<file path="src/rtl/pla_stim_capture_if.sv">
// pla_stim_capture_if: stimulus/response channel between the capture engine
// (master) and the PLA benchmark under evaluation (slave).
interface pla_stim_capture_if #(
    parameter int IN_W  = 27,
    parameter int OUT_W = 6
);
    logic [IN_W-1:0]  stim_o;
    logic             stim_valid;
    logic             stim_ready;
    logic [OUT_W-1:0] resp_i;
    logic             resp_valid;

    // Engine side: drives vectors out, takes responses back.
    modport master (
        output stim_o,
        output stim_valid,
        input  stim_ready,
        input  resp_i,
        input  resp_valid
    );

    // Benchmark side: consumes vectors, returns responses.
    modport slave (
        input  stim_o,
        input  stim_valid,
        output stim_ready,
        output resp_i,
        output resp_valid
    );
endinterface

</file>
<file path="src/rtl/pla_stim_capture.sv">
// pla_stim_capture: LFSR stimulus generator and MISR response compactor for
// combinational PLA benchmarks, with an optional output-toggle counter.
// Optional feature macro: STIMCAP_TOGGLE_EN (defined -> toggle counter built,
// undefined -> toggle_cnt tied to 0).
module pla_stim_capture #(
    parameter int               IN_W      = 27,
    parameter int               OUT_W     = 6,
    parameter int               SIG_W     = 16,
    parameter int               CNT_W     = 16,
    parameter logic [IN_W-1:0]  LFSR_TAPS = 27'h4000013,
    parameter logic [SIG_W-1:0] MISR_TAPS = 16'hD008
) (
    input  logic               clk,
    input  logic               rst,
    input  logic               start,
    input  logic [CNT_W-1:0]   num_vec,
    input  logic [IN_W-1:0]    seed,
    pla_stim_capture_if.master bus,
    output logic               busy,
    output logic               done,
    output logic [SIG_W-1:0]   signature,
    output logic [31:0]        toggle_cnt,
    output logic [CNT_W-1:0]   vec_cnt
);

    typedef enum logic [1:0] {
        S_IDLE,
        S_RUN,
        S_DRAIN,
        S_DONE
    } state_t;

    state_t           state_q, state_d;
    logic [IN_W-1:0]  lfsr_q, lfsr_d;
    logic [CNT_W-1:0] num_q, num_d;
    logic [CNT_W-1:0] issue_q, issue_d;
    logic [CNT_W-1:0] vec_q, vec_d;
    logic [SIG_W-1:0] sig_q, sig_d;
    logic             stim_valid_c;

    logic start_acc;   // start taken in IDLE
    logic issue_fire;  // vector handed to the benchmark this cycle
    logic resp_acc;    // response folded into the signature this cycle

    assign start_acc  = (state_q == S_IDLE) && start;
    assign issue_fire = (state_q == S_RUN) && bus.stim_ready;
    assign resp_acc   = ((state_q == S_RUN) || (state_q == S_DRAIN))
                        && bus.resp_valid && (vec_q < num_q);

    // Datapath next-state: seed/clear on start, LFSR step on issue, MISR fold on response.
    always_comb begin
        // NOTE: every signal assigned here gets a default first, so no path infers a latch.
        lfsr_d  = lfsr_q;
        num_d   = num_q;
        issue_d = issue_q;
        vec_d   = vec_q;
        sig_d   = sig_q;
        if (start_acc) begin
            lfsr_d  = (seed == '0) ? IN_W'(1) : seed;
            num_d   = num_vec;
            issue_d = '0;
            vec_d   = '0;
            sig_d   = '0;
        end else begin
            if (issue_fire) begin
                lfsr_d  = {lfsr_q[IN_W-2:0], ^(lfsr_q & LFSR_TAPS)};
                issue_d = issue_q + CNT_W'(1);
            end
            if (resp_acc) begin
                sig_d = {sig_q[SIG_W-2:0], ^(sig_q & MISR_TAPS)} ^ SIG_W'(bus.resp_i);
                vec_d = vec_q + CNT_W'(1);
            end
        end
    end

    // FSM next-state: the run ends once every vector is issued and every response is in.
    always_comb begin
        state_d = state_q;
        case (state_q)
            S_IDLE: begin
                if (start) begin
                    state_d = (num_vec == '0) ? S_DONE : S_RUN;
                end
            end
            S_RUN: begin
                if (issue_fire && (issue_d == num_q)) begin
                    state_d = (vec_d == num_q) ? S_DONE : S_DRAIN;
                end
            end
            S_DRAIN: begin
                if (vec_d == num_q) begin
                    state_d = S_DONE;
                end
            end
            S_DONE:  state_d = S_IDLE;
            default: state_d = S_IDLE;
        endcase
    end

    // FSM outputs decoded from the registered state only.
    always_comb begin
        stim_valid_c = (state_q == S_RUN);
        busy         = (state_q == S_RUN) || (state_q == S_DRAIN);
        done         = (state_q == S_DONE);
    end

    // FSM state register.
    always_ff @(posedge clk or posedge rst) begin
        // NOTE: sequential state uses non-blocking assignments so all registers update together.
        if (rst) begin
            state_q <= S_IDLE;
        end else begin
            state_q <= state_d;
        end
    end

    // Datapath registers; all cleared by reset so a mid-run abort leaves no stale result.
    always_ff @(posedge clk or posedge rst) begin
        if (rst) begin
            lfsr_q  <= '0;
            num_q   <= '0;
            issue_q <= '0;
            vec_q   <= '0;
            sig_q   <= '0;
        end else begin
            lfsr_q  <= lfsr_d;
            num_q   <= num_d;
            issue_q <= issue_d;
            vec_q   <= vec_d;
            sig_q   <= sig_d;
        end
    end

    assign bus.stim_o     = lfsr_q;
    assign bus.stim_valid = stim_valid_c;
    assign signature      = sig_q;
    assign vec_cnt        = vec_q;

`ifdef STIMCAP_TOGGLE_EN
    logic [OUT_W-1:0] prev_q;
    logic [OUT_W-1:0] diff;
    logic [31:0]      tog_q, tog_d;
    logic [31:0]      pop;
    logic [32:0]      sum;

    assign diff = bus.resp_i ^ prev_q;

    // Toggle accumulator: add the Hamming distance to the previous response, saturating.
    always_comb begin
        tog_d = tog_q;
        pop   = '0;
        for (int i = 0; i < OUT_W; i++) begin
            pop = pop + 32'(diff[i]);
        end
        sum = {1'b0, tog_q} + {1'b0, pop};
        if (start_acc) begin
            tog_d = '0;
        end else if (resp_acc) begin
            tog_d = sum[32] ? '1 : sum[31:0];
        end
    end

    // Toggle counter and previous-response registers.
    always_ff @(posedge clk or posedge rst) begin
        if (rst) begin
            tog_q  <= '0;
            prev_q <= '0;
        end else begin
            tog_q <= tog_d;
            if (start_acc) begin
                prev_q <= '0;
            end else if (resp_acc) begin
                prev_q <= bus.resp_i;
            end
        end
    end

    assign toggle_cnt = tog_q;
`else
    assign toggle_cnt = '0;
`endif

endmodule

</file>
<file path="src/flat_wrapper.sv">
// flat-port wrapper written by rule: the top's interface ports become plain ports
module pla_stim_capture_flat 
#(
    parameter int               IN_W      = 27,
    parameter int               OUT_W     = 6,
    parameter int               SIG_W     = 16,
    parameter int               CNT_W     = 16,
    parameter logic [IN_W-1:0]  LFSR_TAPS = 27'h4000013,
    parameter logic [SIG_W-1:0] MISR_TAPS = 16'hD008
)
  (clk, rst, start, num_vec, seed, busy, done, signature, toggle_cnt, vec_cnt, bus_stim_o, bus_stim_valid, bus_stim_ready, bus_resp_i, bus_resp_valid);
  pla_stim_capture_if #(.IN_W(IN_W), .OUT_W(OUT_W)) bus_i ();
  input  logic clk;
  input  logic rst;
  input  logic start;
  input  logic [CNT_W-1:0] num_vec;
  input  logic [IN_W-1:0] seed;
  output logic busy;
  output logic done;
  output logic [SIG_W-1:0] signature;
  output logic [31:0] toggle_cnt;
  output logic [CNT_W-1:0] vec_cnt;
  output wire logic [$bits(bus_i.stim_o)-1:0] bus_stim_o;
  output wire logic [$bits(bus_i.stim_valid)-1:0] bus_stim_valid;
  input wire logic [$bits(bus_i.stim_ready)-1:0] bus_stim_ready;
  input wire logic [$bits(bus_i.resp_i)-1:0] bus_resp_i;
  input wire logic [$bits(bus_i.resp_valid)-1:0] bus_resp_valid;
  assign bus_stim_o = bus_i.stim_o;
  assign bus_stim_valid = bus_i.stim_valid;
  assign bus_i.stim_ready = bus_stim_ready;
  assign bus_i.resp_i = bus_resp_i;
  assign bus_i.resp_valid = bus_resp_valid;
  pla_stim_capture #(.IN_W(IN_W), .OUT_W(OUT_W), .SIG_W(SIG_W), .CNT_W(CNT_W), .LFSR_TAPS(LFSR_TAPS), .MISR_TAPS(MISR_TAPS)) u_core (.clk(clk), .rst(rst), .start(start), .num_vec(num_vec), .seed(seed), .bus(bus_i), .busy(busy), .done(done), .signature(signature), .toggle_cnt(toggle_cnt), .vec_cnt(vec_cnt));
endmodule
</file>
<file path="config.mk">
export PLATFORM = sky130hd
export DESIGN_NAME = pla_stim_capture_flat
export DESIGN_NICKNAME = d
export VERILOG_FILES = /design/src/rtl/pla_stim_capture_if.sv /design/src/rtl/pla_stim_capture.sv /design/src/flat_wrapper.sv
export SDC_FILE = /design/constraint.sdc
export NUM_CORES = 1
export LEC_CHECK = 0
export ABC_AREA = 1
export CAP_MARGIN = 10
export CORE_MARGIN = 5
export CORE_UTILIZATION = 54
export CTS_CLUSTER_SIZE = 14
export DETAILED_ROUTE_END_ITERATION = 10
export GPL_TIMING_DRIVEN = 0
export HOLD_SLACK_MARGIN = 0.05
export PLACE_DENSITY = 0.86
export SLEW_MARGIN = 20
export SYNTH_ARGS = -nofsm -noshare
export SYNTH_HDL_FRONTEND = slang
export SYNTH_SLANG_ARGS = --single-unit
</file>
<file path="constraint.sdc">
create_clock -name clk -period 9 [get_ports clk]
set_input_delay 1.35 -clock clk [delete_from_list [all_inputs] [get_ports clk]]
set_output_delay 1.35 -clock clk [all_outputs]
set_load 0.005 [all_outputs]
</file>
==> qor.csv <==
stage,metric,value,unit
pwr,internal_power,0.00105,W
critical_path,worst_ep_arrival_time,4060,ps
floorplan,die_h,116,um
clock_network,root_buffer,clkbuf_8,
sta,rsz0062_at_grt,false,
placement,dp_hpwl,12900,um
pwr,peakVddDrop,174,uV
clock_network,hold_buffers,0,
route,routed_via_density,5.37,
floorplan,start_util,55.5,%
critical_path,cp_common_cell,nand2_1,
yosys,synth_top_cell_area_share,38.5,%
critical_path,path_max_fanout,10,
sta,hold_violations,0,
clock_network,cts.sinks,93,
clock_network,clkTransAtPathRegs,90,ps
global_routing,grt_overflow,0,
route,first_pass_iters,5,
sta,clock_skew,12.7,ps
job,maxCapViolations,0,
worst_hold_path,hold_class,flop to flop,
layout,nets,1067,
global_routing,grtUsageTotal,25.2,%
layout,multi_input_area,2980,sq um
global_routing,grt_pass1_vias,5660,
yosys,synth_enable_flop_cells,0,
sta,final_max_slew_viol_count,0,
global_routing,grt_max_degree,69,
critical_path,path_cells,clkdlybuf4s50_1 -> nand2_1 -> clkbuf_1 -> clkbuf_1 -> nand2_1 -> nand2_1 -> nand3_1 -> nor2_1 -> nand3_1 -> a21oi_2 -> nand3_1 -> nand2_1 -> nand2_1,
pwr,p_seq_share,36.1,%
clock_network,clock_latency,360,ps
yosys,ys.flop_type,dfrtp_1,
yosys,synth_top_area_cell,dfrtp_1,
placement,gp_congestion,0.986,
yosys,yosysUniqueCellTypes,41,
clock_network,cts_buffer_depth,2,
layout,diodes,0,
yosys,netlist_top_cells_area,"dfrtp_1 (39%), nand2_1 (11%), inv_1 (7.8%)",
placement,portBuffers,115,
global_routing,grt_pass1_wl,27100,um
pwr,clkPwrFrac,14.7,%
route,route.vias.total,6097,
clock_network,cts_resized,0,
critical_path,reg2reg_slack,5870,ps
floorplan,rows,38,
pwr,p_per_area,236,nW/um^2
yosys,synthArstFlopShare,100,%
critical_path,r2r_cells,14,
sta,min_period,3800,ps
critical_path,path_buf_inv,3,
clock_network,cts_tree,yes,
yosys,syn_area,6040,sq um
placement,place_area,7520,sq um
critical_path,worst_path_max_delay_cell,clkbuf_1,
pwr,switchingPower,0.000774,W
yosys,ys_ff_latch,93,
floorplan,pin_count,148,
pwr,leakagePower,3.87,nW
clock_network,cts_made_buffers,9,
sta,finalSetupViolations,0,
sta,max_freq,263,MHz
sta,hold-worst-slack,524,ps
floorplan,fp.dieW,116,um
critical_path,critPathLaunchType,input pin,
layout,post-route-util,70.8,%
sta,layout_worst_path_cycle_share,42.2,%
layout,fin_area,7700,sq um
critical_path,cp_top_family,buffers and inverters,
sta,finalSetupTns,0,ps
pwr,p_sw_share,42.5,%
global_routing,antenna_found_initial,0,
route,wl_per_cell,14.8,um
clock_network,cts.htree.levels,3,
yosys,ys_seq_area_share,38.5,%
layout,drive_above_1_share,7.33,%
clock_network,post_cts_buffers,0,
route,drt_iter0_drc,528,
critical_path,worstSetupPathType,input pin to flop,
run_status,status,finished clean,
critical_path,cp_slowest_stage_delay,550,ps
layout,fill_cells,928,
floorplan,core,10900,sq um
critical_path,critical_path_depth,13,
layout,syn2layout_area_growth,27.5,%
route,drc,0,
route,totalWireLength,16800,um
yosys,yosys-top-cells-count,"nand2_1 (174), inv_1 (126), dfrtp_1 (93)",
yosys,synthCells,833,
yosys,post-synth-top-count-cell,nand2_1,
floorplan,die-area,13400,sq um
yosys,postSynthAreaPerCell,7.25,sq um
layout,ff_latch_area,2330,sq um
critical_path,required,9260,ps
yosys,synth_warnings,0,
sta,tightest_slew,696,ps
critical_path,worstSetupEndpointType,flop,
route,detail-route-antenna-nets,0,
worst_hold_path,hold_depth,2,
sta,relSlewSlack,53.6,%
pwr,p_comb_share,49.1,%
==> registers in the layout, indices dropped and copies added (netlist names) <==
| register | count |
|---|---|
| u_core.bus.stim_o | 27 |
| u_core.issue_q | 16 |
| u_core.num_q | 16 |
| u_core.signature | 16 |
| u_core.vec_cnt | 16 |
| u_core.state_q | 2 |
==> final timing paths <==
check | start | to
max | start | u_core.state_q[0]$_DFFE_PP0P_
min | u_core.signature[10]$_DFFE_PP0P_ | u_core.signature[10]$_DFFE_PP0P_
max reg2reg | u_core.state_q[0]$_DFFE_PP0P_ | u_core.state_q[0]$_DFFE_PP0P_
min reg2reg | u_core.signature[10]$_DFFE_PP0P_ | u_core.signature[10]$_DFFE_PP0P_
max in group asynchronous | rst | u_core.vec_cnt[2]$_DFF_PP0_
min in group asynchronous | rst | u_core.signature[10]$_DFFE_PP0P_
==> through the flow <==
step / setup WS [ps] / instances / power (W)
2_1_floorplan: 5230 / 864 / 0.00117
3_3_place_gp: 3720 / 1119 / 0.00153
3_5_place_dp: 4960 / 1120 / 0.00155
4_1_cts: 5360 / 1136 / 0.00182
5_1_grt: 4990 / 1136 / 0.00197
6_report: 5200 / 1136 / 0.00182
==> power groups by stage <==
stage | sequential (W) | clock (W) | combinational [W]
global route | 0.000675 | 0.000289 | 0.00100
floorplan | 0.000644 | 0 | 0.000522
detailed placement | 0.000661 | 0 | 0.000888
global placement | 0.000663 | 0 | 0.000862
CTS | 0.000656 | 0.000275 | 0.000892
finish | 0.000658 | 0.000268 | 0.000894
==> layout make-up <==
class / instances / share of cell area, %
buffer: 62 / 4.77
clock buffer: 11 / 1.96
clock inverter: 5 / 0.455
inverter: 129 / 6.35
multi-input combinational: 580 / 38.7
sequential: 93 / 30.2
tap: 140 / 2.27
timing repair buffer: 116 / 15.3
==> worst reg2reg max path, stage by stage, from the launching register on <==
cell and delay (ps):
dfrtp_1 440, inv_1 110, ha_1 220, nand2_1 100, clkbuf_1 550, clkbuf_1 530, nand2_1 150, nand2_1 80
nand3_1 70, nor2_1 140, nand3_1 180, a21oi_2 240, nand3_1 100, nand2_1 60, nand2_1 40
==> kinds of logic after synthesis <==
kind of cell               Yosys count  synth area share, %
AOI/OAI and AO/OA                   85                 8.45
xor gates and xnor gates            17                 2.46
buffers and inverters              191                 14.1
other                                1               0.0621
and+or+nand+nor                    423                 31.7
DFF                                 93                 38.5
adders and majority gates           22                 4.55
muxes                                1                0.166
==> metal layers <==
metal,wire [um],vias up,track usage (%)
li1,-,2971,-
met1,7000,2797,34.8
met3,1710,26,6.53
met4,254,0,5.88
met5,0,-,0
met2,7830,303,40.1
==> layout by cell type, fill, tap and decap left out, types with 15 or more instances in the layout <==
cell type          n
nand2_1          174
inv_1            125
clkdlybuf4s50_1  115
dfrtp_1           93
nor2_1            78
nand3_1           67
nand4_1           41
nor3_1            40
o21ai_0           37
buf_4             34
conb_1            32
ha_1              22
clkbuf_1          19
a211oi_1          15
Note: power is estimated with default switching activity, not from simulation.
